`src/rtl/mc_ctrl_pkg.sv`:
```
// Shared encodings for the multicycle MIPS-style controller: FSM states,
// primary opcodes and the datapath mux/ALU select codes.
package mc_ctrl_pkg;

    typedef enum logic [3:0] {
        S_FETCH   = 4'd0,
        S_DECODE  = 4'd1,
        S_MEMADR  = 4'd2,
        S_MEMRD   = 4'd3,
        S_MEMWB   = 4'd4,
        S_MEMWR   = 4'd5,
        S_EXECUTE = 4'd6,
        S_ALUWB   = 4'd7,
        S_BRANCH  = 4'd8,
        S_ADDIEX  = 4'd9,
        S_ADDIWB  = 4'd10,
        S_JUMP    = 4'd11
    } state_t;

    localparam logic [5:0] OP_RTYPE = 6'b000000;
    localparam logic [5:0] OP_J     = 6'b000010;
    localparam logic [5:0] OP_BEQ   = 6'b000100;
    localparam logic [5:0] OP_ADDI  = 6'b001000;
    localparam logic [5:0] OP_LW    = 6'b100011;
    localparam logic [5:0] OP_SW    = 6'b101011;

    localparam logic [1:0] ALU_ADD   = 2'b00;
    localparam logic [1:0] ALU_SUB   = 2'b01;
    localparam logic [1:0] ALU_FUNCT = 2'b10;

    localparam logic [1:0] SRCB_B      = 2'b00;
    localparam logic [1:0] SRCB_FOUR   = 2'b01;
    localparam logic [1:0] SRCB_IMM    = 2'b10;
    localparam logic [1:0] SRCB_IMM_SH = 2'b11;

    localparam logic [1:0] PC_ALU    = 2'b00;
    localparam logic [1:0] PC_ALUOUT = 2'b01;
    localparam logic [1:0] PC_JUMP   = 2'b10;

endpackage

```
`src/rtl/mc_op_class.sv`:
```
// Combinational opcode classifier; optional instructions are gated by
// parameters so a disabled opcode falls through to illegal.
module mc_op_class
    import mc_ctrl_pkg::*;
#(
    parameter bit HAS_ADDI = 1'b1,
    parameter bit HAS_JUMP = 1'b1
) (
    input  logic [5:0] i_opcode,
    output logic       o_is_lw,
    output logic       o_is_sw,
    output logic       o_is_rtype,
    output logic       o_is_beq,
    output logic       o_is_addi,
    output logic       o_is_j,
    output logic       o_is_illegal
);

    assign o_is_lw      = (i_opcode == OP_LW);
    assign o_is_sw      = (i_opcode == OP_SW);
    assign o_is_rtype   = (i_opcode == OP_RTYPE);
    assign o_is_beq     = (i_opcode == OP_BEQ);
    assign o_is_addi    = HAS_ADDI && (i_opcode == OP_ADDI);
    assign o_is_j       = HAS_JUMP && (i_opcode == OP_J);
    assign o_is_illegal = !(o_is_lw || o_is_sw || o_is_rtype || o_is_beq ||
                            o_is_addi || o_is_j);

endmodule

```
`src/rtl/multicycle_controller.sv`:
```
// Multicycle controller FSM: sequences fetch/decode/execute/memory/writeback
// and drives the datapath selects and write enables for each state.
module multicycle_controller
    import mc_ctrl_pkg::*;
#(
    parameter bit HAS_ADDI = 1'b1,
    parameter bit HAS_JUMP = 1'b1,
    parameter bit MEM_WAIT = 1'b1
) (
    input  logic       clk,
    input  logic       rst_n,
    input  logic [5:0] opcode,
    input  logic       mem_ready,
    output logic       iord,
    output logic       ir_write,
    output logic       pc_write,
    output logic       mem_write,
    output logic       reg_write,
    output logic       branch,
    output logic       alu_src_a,
    output logic [1:0] alu_src_b,
    output logic [1:0] alu_op,
    output logic [1:0] pc_src,
    output logic       reg_dst,
    output logic       mem_to_reg,
    output logic       instr_done,
    output logic       illegal_op,
    output logic [3:0] state
);

    state_t     r_state;
    state_t     w_next;
    logic [5:0] r_op_held;
    logic       w_ready;
    logic       w_is_lw, w_is_sw, w_is_rtype, w_is_beq, w_is_addi, w_is_j, w_is_illegal;

    assign w_ready = MEM_WAIT ? mem_ready : 1'b1;
    assign state   = r_state;

    mc_op_class #(
        .HAS_ADDI (HAS_ADDI),
        .HAS_JUMP (HAS_JUMP)
    ) u_op_class (
        .i_opcode     (opcode),
        .o_is_lw      (w_is_lw),
        .o_is_sw      (w_is_sw),
        .o_is_rtype   (w_is_rtype),
        .o_is_beq     (w_is_beq),
        .o_is_addi    (w_is_addi),
        .o_is_j       (w_is_j),
        .o_is_illegal (w_is_illegal)
    );

    // The opcode is only valid on the bus during DECODE, so MEMADR relies on this copy.
    always_ff @(posedge clk) begin
        if (!rst_n) begin
            r_state   <= S_FETCH;
            r_op_held <= 6'd0;
        end else begin
            r_state <= w_next;
            if (r_state == S_DECODE) begin
                r_op_held <= opcode;
            end
        end
    end

    always_comb begin
        w_next     = S_FETCH;
        iord       = 1'b0;
        ir_write   = 1'b0;
        pc_write   = 1'b0;
        mem_write  = 1'b0;
        reg_write  = 1'b0;
        branch     = 1'b0;
        alu_src_a  = 1'b0;
        alu_src_b  = SRCB_B;
        alu_op     = ALU_ADD;
        pc_src     = PC_ALU;
        reg_dst    = 1'b0;
        mem_to_reg = 1'b0;
        instr_done = 1'b0;
        illegal_op = 1'b0;
        case (r_state)
            S_FETCH: begin
                alu_src_b = SRCB_FOUR;
                ir_write  = w_ready;
                pc_write  = w_ready;
                w_next    = w_ready ? S_DECODE : S_FETCH;
            end
            S_DECODE: begin
                alu_src_b  = SRCB_IMM_SH;
                illegal_op = w_is_illegal;
                if (w_is_lw || w_is_sw) w_next = S_MEMADR;
                else if (w_is_rtype)    w_next = S_EXECUTE;
                else if (w_is_beq)      w_next = S_BRANCH;
                else if (w_is_addi)     w_next = S_ADDIEX;
                else if (w_is_j)        w_next = S_JUMP;
                else                    w_next = S_FETCH;
            end
            S_MEMADR: begin
                alu_src_a = 1'b1;
                alu_src_b = SRCB_IMM;
                if (r_op_held == OP_LW)      w_next = S_MEMRD;
                else if (r_op_held == OP_SW) w_next = S_MEMWR;
                else                         w_next = S_FETCH;
            end
            S_MEMRD: begin
                iord   = 1'b1;
                w_next = w_ready ? S_MEMWB : S_MEMRD;
            end
            S_MEMWB: begin
                reg_write  = 1'b1;
                mem_to_reg = 1'b1;
                instr_done = 1'b1;
            end
            S_MEMWR: begin
                iord       = 1'b1;
                mem_write  = 1'b1;
                instr_done = w_ready;
                w_next     = w_ready ? S_FETCH : S_MEMWR;
            end
            S_EXECUTE: begin
                alu_src_a = 1'b1;
                alu_op    = ALU_FUNCT;
                w_next    = S_ALUWB;
            end
            S_ALUWB: begin
                reg_write  = 1'b1;
                reg_dst    = 1'b1;
                instr_done = 1'b1;
            end
            S_BRANCH: begin
                alu_src_a  = 1'b1;
                alu_op     = ALU_SUB;
                pc_src     = PC_ALUOUT;
                branch     = 1'b1;
                instr_done = 1'b1;
            end
            S_ADDIEX: begin
                alu_src_a = 1'b1;
                alu_src_b = SRCB_IMM;
                w_next    = S_ADDIWB;
            end
            S_ADDIWB: begin
                reg_write  = 1'b1;
                instr_done = 1'b1;
            end
            S_JUMP: begin
                pc_src     = PC_JUMP;
                pc_write   = 1'b1;
                instr_done = 1'b1;
            end
            default: w_next = S_FETCH;
        endcase

        // Side-effecting strobes must stay quiet for the whole reset cycle.
        if (!rst_n) begin
            ir_write   = 1'b0;
            pc_write   = 1'b0;
            mem_write  = 1'b0;
            reg_write  = 1'b0;
            branch     = 1'b0;
            instr_done = 1'b0;
            illegal_op = 1'b0;
        end
    end

endmodule

```
`config.mk`:
```
export PLATFORM = sky130hd
export DESIGN_NAME = multicycle_controller
export DESIGN_NICKNAME = d
export VERILOG_FILES = /design/src/rtl/mc_ctrl_pkg.sv /design/src/rtl/mc_op_class.sv /design/src/rtl/multicycle_controller.sv
export SDC_FILE = /design/constraint.sdc
export NUM_CORES = 1
export LEC_CHECK = 0
export BUFFER_PORTS_ARGS = -buffer_cell sky130_fd_sc_hd__buf_2
export CORE_UTILIZATION = 25
export CTS_CLUSTER_DIAMETER = 60
export DETAILED_ROUTE_END_ITERATION = 7
export GPL_ROUTABILITY_DRIVEN = 0
export SLEW_MARGIN = 10
export SYNTH_ARGS = -nofsm -noshare
export SYNTH_HDL_FRONTEND = slang
export SYNTH_HIERARCHICAL = 1
export SYNTH_SLANG_ARGS = --single-unit
export TNS_END_PERCENT = 50
```
`constraint.sdc`:
```
create_clock -name clk -period 4.8 [get_ports clk]
set_input_delay 0.96 -clock clk [delete_from_list [all_inputs] [get_ports clk]]
set_output_delay 0.96 -clock clk [all_outputs]
set_load 0.02 [all_outputs]
```
* Yosys cells after proc, flatten, opt, wreduce, memory -nomap -nowiden
Cells that the tools add are included.
** Storage, ports and cells
- Bits in registers :: 10
- Latch bits :: 0
- Memory bits (writable) :: 0
- Memory bits (read-only) :: 0
- Bits of input ports :: 9
- Logic and storage cells :: 65
- Memories kept :: 0
** Cells by class
- $add $sub $neg :: 0
- Multipliers :: 0
- Divide/modulo/power cells :: 0
- Magnitude comparators :: 0
- Equal/unequal tests :: 18
- Shifts and indexed selects :: 0
- Mux-type cells :: 32
- Bitwise operators :: 0
- Reductions and logical operators :: 13
** Operator list (count)
- $pmux W4 S7 :: 1
- $eq A6 B6 Y1 const B :: 4
- $mux W4 :: 5
- $mux W1 :: 17
- $eq A4 B3 Y1 const B :: 4
- $eq A4 B4 Y1 const B :: 4
- $mux W3 :: 4
- $eq A4 B2 Y1 const B :: 2
- $pmux W2 S2 :: 2
- $eq A6 B2 Y1 const B :: 1
- $eq A6 B3 Y1 const B :: 1
- $eq A6 B4 Y1 const B :: 1
- $logic_not A6 Y1 :: 1
- $pmux W2 S3 :: 1
- $logic_or A1 B1 Y1 :: 5
- $reduce_or A5 Y1 :: 1
- $eq A4 B1 Y1 const B :: 1
- $logic_not A4 Y1 :: 1
- $pmux W1 S2 :: 2
- $reduce_or A2 Y1 :: 2
- $reduce_or A4 Y1 :: 1
- $reduce_or A3 Y1 :: 1
- $logic_not A1 Y1 :: 1

* Logic depth before layout (Yosys ltp)
Gate-level depths: netlist (run 1).
- Word-level depth :: 9
- Mapped depth :: 6
- Mapped depth without buffers :: 6

* By module
Netlist (run 1), hierarchy kept.
** By module, submodules not included
- multicycle_controller :: instances 1, cells each 103, area an instance 726.9 µm², sequential area each 200.2 µm²
- mc_op_class :: instances 1, cells each 13, area an instance 96.3 µm², sequential area each 0.0 µm²

* Least setup slack after synthesis (run 1)
No wires, ideal clock.
- Path type :: input port to output port
- From :: input rst_n
- To :: output pc_write
- Data arrival time :: 1779 ps
- Required time :: 3840 ps
- Setup slack :: 2061 ps
- Stages :: 3
- Buffers on the path :: 0
- Path through :: nand3_1 -> nor3_1 -> a21o_1
** On the way
- Cells in the longest elaborated chain, start to end :: 1
** Ends and longest elaborated chain
- from (decl) :: line multicycle_controller.sv:11 : input logic rst_n,
- $mux W1 :: line multicycle_controller.sv:157 : if (!rst_n) begin
- to (decl) :: line multicycle_controller.sv:16 : output logic pc_write,
No other way between the ends.

* Worst setup path after layout (run 1)
- From :: register r_state[0] (netlist: state[0])
- To :: output illegal_op
** On the way
- Cells in the longest elaborated chain, start to end :: 3
** Ends and longest elaborated chain
- from (decl) :: line multicycle_controller.sv:31 : state_t r_state;
- from (signal assigned) :: line multicycle_controller.sv:60 : r_state <= w_next;
- $eq A4 B1 Y1 :: line multicycle_controller.sv:83 : case (r_state)
- $mux W1 :: line multicycle_controller.sv:83
- $mux W1 :: line multicycle_controller.sv:157
- to (decl) :: line multicycle_controller.sv:27 : output logic illegal_op,
No other way between the ends.

==> flow_summary.json, run 1 <==
{
  "routedWlPerCell_microns": 11.4,
  "nets": 154,
  "cp-end-kind": "primary output",
  "synthArstFlopShare_pct": 0,
  "syn_avg_cell_area_sq_um": 7.10,
  "cts_buffers": 3,
  "final_cell_mix": "buf_2, nand2_1, nor2_1",
  "power.static_leakage_nw": 0.445,
  "crit_family": "simple AND/OR/NAND/NOR gates",
  "syn_nets": 125,
  "die_x_microns": 59.4,
  "stdcell_count": 187,
  "period_needed_ns": 2.91,
  "synth_edf_count": 0,
  "whs_ns": 0.465,
  "start_kind": "flip-flop",
  "drt_first_iter_violations": 69,
  "postRouteAntennaNets": 0,
  "final_common_cell": "buf_2",
  "worst-path-max-fanout": 16,
  "fillers": 351,
  "fmax_mhz": 343,
  "arrival_ns": 1.95,
  "postCtsSetupRepairBufs": 0,
  "antenna_found_initial": 0,
  "clkLatencyLatePin_ns": 0.25,
  "register_area_sq_um": 200,
  "grt_max_degree": 18,
  "hold_viol_final": 0,
  "postCtsHoldBufs": 0,
  "clockBufferDepth": 2,
  "grt_pass1_wl_microns": 3650,
  "finalSetupTns_ns": 0,
  "hp-class": "reg -> reg",
  "ioPinCount": 30,
  "multi_input_area_sq_um": 589,
  "drive_above_1_share_pct": 28.0,
  "ys_ff_latch": 10,
  "core_area_sq_mm": 0.00308,
  "cts_tree": "built",
  "io_buffers": 29,
  "skew_ns": 0.00129,
  "slowest_stage": "dfxtp_1",
  "peakVddDrop_mv": 0.0802,
  "cts.sinks": 10,
  "drv_slew": 0,
  "first_pass_iters": 4,
  "slowest_delay_ns": 0.66,
  "fp.dieH_microns": 59.4,
  "die-area_sq_mm": 0.00353,
  "syn_inst": 116,
  "vias": 928,
  "synthesis.area_sq_um": 823,
  "dp_cells": 184,
  "critPathBufInv": 1,
  "num_rows": 20,
  "viasPerCell": 4.96,
  "critPathRequiredTime_ns": 3.84,
  "drv_cap": 0,
  "diodes": 0,
  "initial_utilization_pct": 26.7,
  "hpwl_microns": 1690,
  "worst_pin_slew_ns": 0.559,
  "rsz0062_at_grt": "no",
  "syn_to_final_growth_pct": 24.3,
  "htree_levels": 1,
  "root_buffer": "clkbuf_4",
  "period_share_pct": 60.7,
  "grt_pass1_vias": 851,
  "cts_resized": 0,
  "crit_chain": "nand2b_1 > nor3_2 > and3_1 > buf_2",
  "synthDistinctLibCells": 41,
  "grt_overflow": 0,
  "yosysWarnings": 6,
  "path_class": "reg -> out",
  "wirelength_microns": 2130,
  "power_density_mw_per_mm2": 171,
  "relSlewSlack_pct": 62.7,
  "drc_errors": 0,
  "fin_util_pct": 33.3,
  "synthFlopType": "dfxtp_1",
  "status": "finished clean",
  "ys_seq_area_share_pct": 24.3,
  "clk_pin_slew_ns": 0.05,
  "gr-usage-all-layers_pct": 13.5,
  "setup_viol": 0
}
## metal layers
layer,share of wire [%],up-vias,routed length (microns),track usage (%)
met5,0,-,0,0
met4,0,0,0,5.10
met3,5.3,0,112,2.18
met2,51,21,1100,25.2
met1,43,430,921,15.1
li1,-,477,-,-
## synthesized netlist by cell type, drive strengths merged, types with 2 or more instances
cell    instances  area [sq um]
nor3b           2          20.0
a21boi          6          45.1
and2            2          12.5
or4             2          18.8
nand2          20          82.6
o21ai           4          20.0
or2             2          12.5
nor3           10          55.1
o32a            2          20.0
nor2           13          56.3
a21oi           6          30.0
buf             3          15.0
or3             3          18.8
and3            2          12.5
dfxtp          10           200
nand3           3          15.0
clkbuf          2          7.51
inv             3          11.3
nand2b          5          31.3
## registers in the layout, summed over array words and instances, names as in the netlist
| name | flops |
|---|---|
| r_op_held | 6 |
| state | 4 |
## stage by stage
step	instance area, sq um	power, W	setup WS, ns
after detailed placement	1000	0.000126	1.90
after floorplan	823	0.000112	2.06
final	1020	0.000175	1.89
after CTS	1020	0.000179	1.87
after global routing	1020	0.000188	1.69
after global placement	1000	0.000126	1.95
## kinds of logic (layout without fill, tap and decap cells)
logic type | Yosys count | in the layout | share of synthesized area, %
AOI/OAI and AO/OA | 25 | 25 | 21.6
xor gates and xnor gates | 1 | 1 | 1.06
adders and majority gates | 1 | 1 | 1.22
buffers and inverters | 8 | 35 | 4.10
DFF | 10 | 10 | 24.3
muxes | 1 | 1 | 1.22
and+or+nand+nor | 70 | 70 | 46.5
## worst register-to-register path, delay by kind of cell, from the launching register on
kind	cells	cell delay (ns)
and+or+nand+nor	3	0.88
DFF	1	0.66
AOI/OAI and AO/OA	1	0.22
## cell type report
cell class / count / share of cell area (%)
Inverter: 3 / 1.10
Sequential cell: 10 / 19.6
Multi-Input combinational cell: 98 / 57.6
Timing Repair Buffer: 29 / 14.2
Tap cell: 44 / 5.38
Clock buffer: 3 / 2.20
## where the power goes
group          switching, W  leakage, nW  internal, W
Combinational     0.0000210        0.350    0.0000133
Sequential       0.00000421       0.0814    0.0000863
Clock             0.0000217       0.0138    0.0000285
## path summary, 6_finish.rpt
kind	start	end	slack, ns	cells past startpoint
hold reg to reg	r_op_held[2]	r_op_held[2]	0.46	2
setup reg to reg	state[0]	state[0]	2.96	4
hold / removal	r_op_held[2]	r_op_held[2]	0.46	2
setup / recovery	state[0]	illegal_op	1.89	4
No activity file was read; power rests on OpenSTA's default activity.
==> run 2: changes to the inputs <==
--- a/config.mk
+++ b/config.mk
@@ -5,6 +5,7 @@
 export SDC_FILE = /design/constraint.sdc
 export NUM_CORES = 1
 export LEC_CHECK = 0
+export ABC_AREA = 1
 export BUFFER_PORTS_ARGS = -buffer_cell sky130_fd_sc_hd__buf_2
 export CORE_UTILIZATION = 25
 export CTS_CLUSTER_DIAMETER = 60
==> constraint.sdc (replaced) <==
create_clock -name clk -period 2.6 [get_ports clk]
set_input_delay 0.52 -clock clk [delete_from_list [all_inputs] [get_ports clk]]
set_output_delay 0.52 -clock clk [all_outputs]
set_load 0.02 [all_outputs]
==> run 2 against run 1 <==
Compared with the run above: utilization grew 0.55 points; register-to-register slack got worse by 1.7 ns; sequential share of layout area unchanged; sequential power rose by 83%; synthesized cell count grew 30%; final cell count is 21% higher; highest routed layer is now met4.
==> flow_summary.json, run 2 <==
{
  "status": "finished clean",
  "design_area_sq_mm": 0.00102,
  "critPathRequiredTime_ns": 2.08,
  "gr-usage-all-layers_pct": 12.7,
  "final_cell_mix": "nor2_1, nand2_1, buf_2",
  "synth_top_family_by_area": "simple AND/OR/NAND/NOR gates",
  "first_pass_iters": 4,
  "use_met2_pct": 21.2,
  "min-delay-start": "r_op_held[5]",
  "cpMostUsedCell": "nand2_1",
  "syn_avg_cell_area_sq_um": 5.25,
  "grt_overflow": 0,
  "postRouteAntennaNets": 0,
  "yosysTopAreaCell": "dfxtp_1",
  "slowest_delay_ns": 0.37,
  "worst_pin_slew_ns": 0.303,
  "min_to": "r_op_held[5]",
  "worst_r2r_path_depth": 6,
  "grt_max_degree": 11,
  "drc_errors": 0,
  "reg2reg_to": "r_op_held[2]",
  "die_x_microns": 58.3,
  "viasPerCell": 4.33,
  "synthArstFlopShare_pct": 0,
  "clkLatencyLatePin_ns": 0.27,
  "synthTopCellsByArea": "dfxtp_1, nor2_1, nand2_1, inv_1, nand3_1",
  "drive_above_1_share_pct": 21.3,
  "ys_ff_latch": 10,
  "grt.busiest_layer": "met2",
  "hp-class": "reg -> reg",
  "num_rows": 20,
  "synthFlopType": "dfxtp_1",
  "drt_first_iter_violations": 17,
  "cts_resized": 0,
  "synth_compound_area_share_pct": 8.21,
  "syn_inst": 151,
  "drv_slew": 0,
  "finalSetupTns_ns": 0,
  "power_density_mw_per_mm2": 363,
  "hold_path_depth": 2,
  "period_share_pct": 79.0,
  "syn_to_final_growth_pct": 29.2,
  "period_needed_ns": 2.05,
  "crit_family": "simple AND/OR/NAND/NOR gates",
  "dp_cells": 223,
  "postCtsHoldBufs": 0,
  "fin_util_pct": 33.8,
  "diodes": 0,
  "syn_nets": 160,
  "drv_cap": 0,
  "largest_register": "r_op_held",
  "setup_viol": 0,
  "synthesis.area_sq_um": 792,
  "start_kind": "flip-flop",
  "r2r_setup_slack_ns": 1.27,
  "largest_reg_flops": 6,
  "relSlewSlack_pct": 79.7,
  "core_area_sq_mm": 0.00303,
  "wirelength_microns": 1990,
  "ioPinCount": 30,
  "worstSetupStartpoint": "state[3]",
  "hpwl_microns": 1690,
  "synth_top_area_share_pct": 25.3,
  "rsz0062_at_grt": "no",
  "antenna_found_initial": 0,
  "hold_viol_final": 0,
  "arrival_ns": 1.53,
  "root_buffer": "clkbuf_4",
  "synth_mux_area_share_pct": 0,
  "yosys-top-cells-count": "nor2_1, nand2_1, inv_1, nand3_1, dfxtp_1",
  "yosysWarnings": 6,
  "use_met1_pct": 15.2,
  "io_buffers": 29,
  "final_common_cell": "nor2_1",
  "rr_startpoint": "state[2]",
  "slowest_stage": "dfxtp_1",
  "nets": 193,
  "grt_pass1_wl_microns": 3310,
  "cts_tree": "built",
  "synth-simple-area-share_pct": 53.1,
  "critPathBufInv": 2,
  "worst-path-max-fanout": 5,
  "use_met3_pct": 2.68,
  "fillers": 376,
  "clk_pin_slew_ns": 0.07,
  "grt_pass1_vias": 821,
  "cp-end-kind": "primary output",
  "synthDistinctLibCells": 14,
  "skew_ns": 0.00201,
  "crit_chain": "inv_1 > nor2_1 > nand2_1 > nand3_1 > nand2_1 > nand2_1 > buf_2",
  "initial_utilization_pct": 26.2,
  "stdcell_count": 227,
  "synthAdderAreaFrac_pct": 0,
  "htree_levels": 1,
  "peakVddDrop_mv": 0.283,
  "cts_buffers": 3,
  "routedWlPerCell_microns": 8.75,
  "postCtsSetupRepairBufs": 0,
  "path_class": "reg -> out",
  "fmax_mhz": 487,
  "fp.dieH_microns": 58.3,
  "ys_seq_area_share_pct": 25.3,
  "synth_edf_count": 0,
  "cts.sinks": 10,
  "power.static_leakage_nw": 0.647,
  "die-area_sq_mm": 0.00340,
  "clockBufferDepth": 2,
  "whs_ns": 0.483,
  "place_area_sq_um": 987,
  "synth-xor-area-share_pct": 0,
  "synth.most_common_cell": "nor2_1",
  "vias": 984
}
[run 2: cell count changes after synthesis, moves of 3 or more]
| cell | previous run | this run |
|---|---|---|
| a21boi_0 | 5 | 0 |
| nor2_1 | 12 | 44 |
| nor3_1 | 9 | 4 |
| nand2b_1 | 5 | 0 |
| nand3_1 | 3 | 16 |
| or3_1 | 3 | 0 |
| o21ai_0 | 4 | 8 |
| nand2_1 | 19 | 31 |
| inv_1 | 3 | 25 |
[run 2: how the worst max path moves through the flow]
stage	endpoint	slack (ns)	cells past startpoint
after floorplan	instr_done	0.57	6
after global placement	illegal_op	0.77	9
after detailed placement	illegal_op	0.78	9
after CTS	instr_done	0.52	7
after global routing	instr_done	0.33	7
final	instr_done	0.55	7
[run 2: worst min-delay path: stages, from the launching register on]
cell and delay (ns):
dfxtp_1 0.30, inv_1 0.08, a21oi_1 0.07
[run 2: cell type report]
class,count,area (sq um),area share (%)
clock buffers,4,36.3,3.55
well taps,44,55.1,5.38
inverters,27,101,9.90
repair buffers,29,145,14.2
multi-input cells,113,485,47.4
flip-flops and latches,10,200,19.6
[run 2: through the flow]
step	total power [W]	worst slack, ns
after floorplan	0.000212	0.566
after global placement	0.000236	0.774
after detailed placement	0.000236	0.778
after CTS	0.000379	0.524
after global routing	0.000400	0.332
final	0.000372	0.547
[run 2: per-layer routing]
layer | part of all wire, % | vias up
li1 | - | 532
met1 | 49 | 412
met2 | 41 | 35
met3 | 7.3 | 5
met4 | 2.1 | 0
met5 | 0 | -
[run 2: report_power, final]
group          leakage [nW]  internal, W  switching, W
clock                0.0210    0.0000851     0.0000545
sequential           0.0818     0.000161    0.00000483
combinational         0.544    0.0000216     0.0000446
total                 0.647     0.000268      0.000104
[run 2: cell families (layout without fill, tap and decap cells)]
kind of cell / Yosys count / count (layout)
AOI/OAI and AO/OA: 13 / 13
buffers and inverters: 28 / 60
DFF: 10 / 10
and+or+nand+nor: 100 / 100
==> run 3: changes to the inputs <==
==> constraint.sdc (replaced) <==
create_clock -name clk -period 1.8 [get_ports clk]
set_input_delay 0.36 -clock clk [delete_from_list [all_inputs] [get_ports clk]]
set_output_delay 0.36 -clock clk [all_outputs]
set_load 0.02 [all_outputs]
==> run 3 against run 2 <==
Compared with the run above: critical path depth decreased by 1; cell area grew 6.6%; non-clock buffer count grew 1; largest cell class unchanged.
==> flow_summary.json, run 3 (synthesis gave the netlist of run 2 again) <==
{
  "antenna_found_initial": 0,
  "relSlewSlack_pct": 78.3,
  "viasPerCell": 4.25,
  "start_kind": "flip-flop",
  "ioPinCount": 30,
  "fillers": 353,
  "die-area_sq_mm": 0.00340,
  "largest_reg_flops": 6,
  "drv_slew": 0,
  "largest_register": "r_op_held",
  "status": "finished clean",
  "vias": 969,
  "power_density_mw_per_mm2": 500,
  "drive_above_1_share_pct": 30.4,
  "clkLatencyLatePin_ns": 0.27,
  "clockBufferDepth": 2,
  "num_rows": 20,
  "whs_ns": 0.352,
  "postRouteAntennaNets": 0,
  "critPathRequiredTime_ns": 1.44,
  "worst_pin_slew_ns": 0.323,
  "grt_max_degree": 11,
  "peakVddDrop_mv": 0.418,
  "fmax_mhz": 591,
  "worst-path-max-fanout": 9,
  "worst_slack_ns": 0.108,
  "first_pass_iters": 4,
  "setup_viol": 0,
  "use_met2_pct": 20.0,
  "cts_tree": "built",
  "period_share_pct": 94.0,
  "crit_family": "flip-flops",
  "skew_ns": 0.000279,
  "postCtsHoldBufs": 0,
  "r2r_setup_slack_ns": 0.55,
  "path_class": "reg -> out",
  "grt.busiest_layer": "met2",
  "hold_viol_final": 0,
  "core_area_sq_mm": 0.00303,
  "slowest_stage": "dfxtp_2",
  "die_x_microns": 58.3,
  "grt_pass1_wl_microns": 3230,
  "hp-class": "in -> reg",
  "grt_overflow": 0,
  "final_cell_mix": "nor2_1, buf_2, nand2_1",
  "wirelength_microns": 2010,
  "use_met1_pct": 16.0,
  "power.static_leakage_nw": 0.656,
  "drc_errors": 0,
  "crit_chain": "inv_1 > nand2_2 > nor2_4 > inv_2 > nor2_1 > buf_2",
  "slowest_delay_ns": 0.37,
  "hpwl_microns": 1630,
  "drt_first_iter_violations": 68,
  "htree_levels": 1,
  "io_buffers": 29,
  "cts_buffers": 3,
  "period_needed_ns": 1.69,
  "root_buffer": "clkbuf_4",
  "syn_to_final_growth_pct": 37.8,
  "cts.sinks": 10,
  "final_common_cell": "nor2_1",
  "nets": 194,
  "gr-usage-all-layers_pct": 12.0,
  "place_area_sq_um": 992,
  "routedWlPerCell_microns": 8.80,
  "critPathBufInv": 3,
  "arrival_ns": 1.33,
  "design_area_sq_mm": 0.00109,
  "pre_cts_ws_ns": 0.151,
  "initial_utilization_pct": 26.2,
  "diodes": 0,
  "grt_pass1_vias": 792,
  "cp-end-kind": "primary output",
  "drv_cap": 0,
  "fp.dieH_microns": 58.3,
  "clk_pin_slew_ns": 0.07,
  "use_met3_pct": 2.23,
  "finalSetupTns_ns": 0
}
-- run 3: worst paths after layout --
path                start      endpoint  cells after the start
min             opcode[1]  r_op_held[1]                      3
min reg2reg  r_op_held[2]  r_op_held[2]                      2
max              state[2]    illegal_op                      6
max reg2reg      state[2]      state[0]                      8
-- run 3: repair_timing --
action                                  CTS  global route
pin swaps                                 1             0
gates resized for setup                   2            19
endpoints found under the setup margin    5             8
setup buffers                             1             0
-- run 3: per-stage QoR --
stage | total power, W | utilization (%) | instances
after CTS | 0.000550 | 34.5 | 228
after floorplan | 0.000307 | - | 151
after global placement | 0.000341 | 32.8 | 223
after detailed placement | 0.000340 | 32.8 | 223
after global routing | 0.000574 | 36.0 | 228
final | 0.000545 | 36.0 | 228
-- run 3: worst register-to-register path, cell delays in order (launching register included) --
cell     delay [ns]
dfxtp_2        0.41
inv_1          0.08
nand2_2        0.15
nor2_4         0.07
buf_4          0.16
nand3_1        0.08
nand2_1        0.05
nor2_1         0.09
nor2_1         0.04
-- run 3: power breakdown --
part | leakage (nW) | internal, W | total [W] | switching [W]
registers | 0.0843 | 0.000231 | 0.000240 | 0.00000849
logic | 0.551 | 0.0000332 | 0.0000998 | 0.0000666
clock network | 0.0210 | 0.000123 | 0.000206 | 0.0000827
total | 0.656 | 0.000387 | 0.000545 | 0.000158
-- run 3: metal layers --
layer,part of all wire (%),routed length (microns)
met5,0,0
met4,1.0,20
met3,6.3,127
met2,45,894
met1,48,965
-- run 3: cell type report --
type / count / area [sq um] / share of cell area [%]
tap: 44 / 55.1 / 5.05
clock buffer: 4 / 36.3 / 3.33
multi-input combinational: 113 / 536 / 49.1
sequential: 10 / 210 / 19.3
inverter: 27 / 101 / 9.29
timing repair buffer: 30 / 153 / 14.0
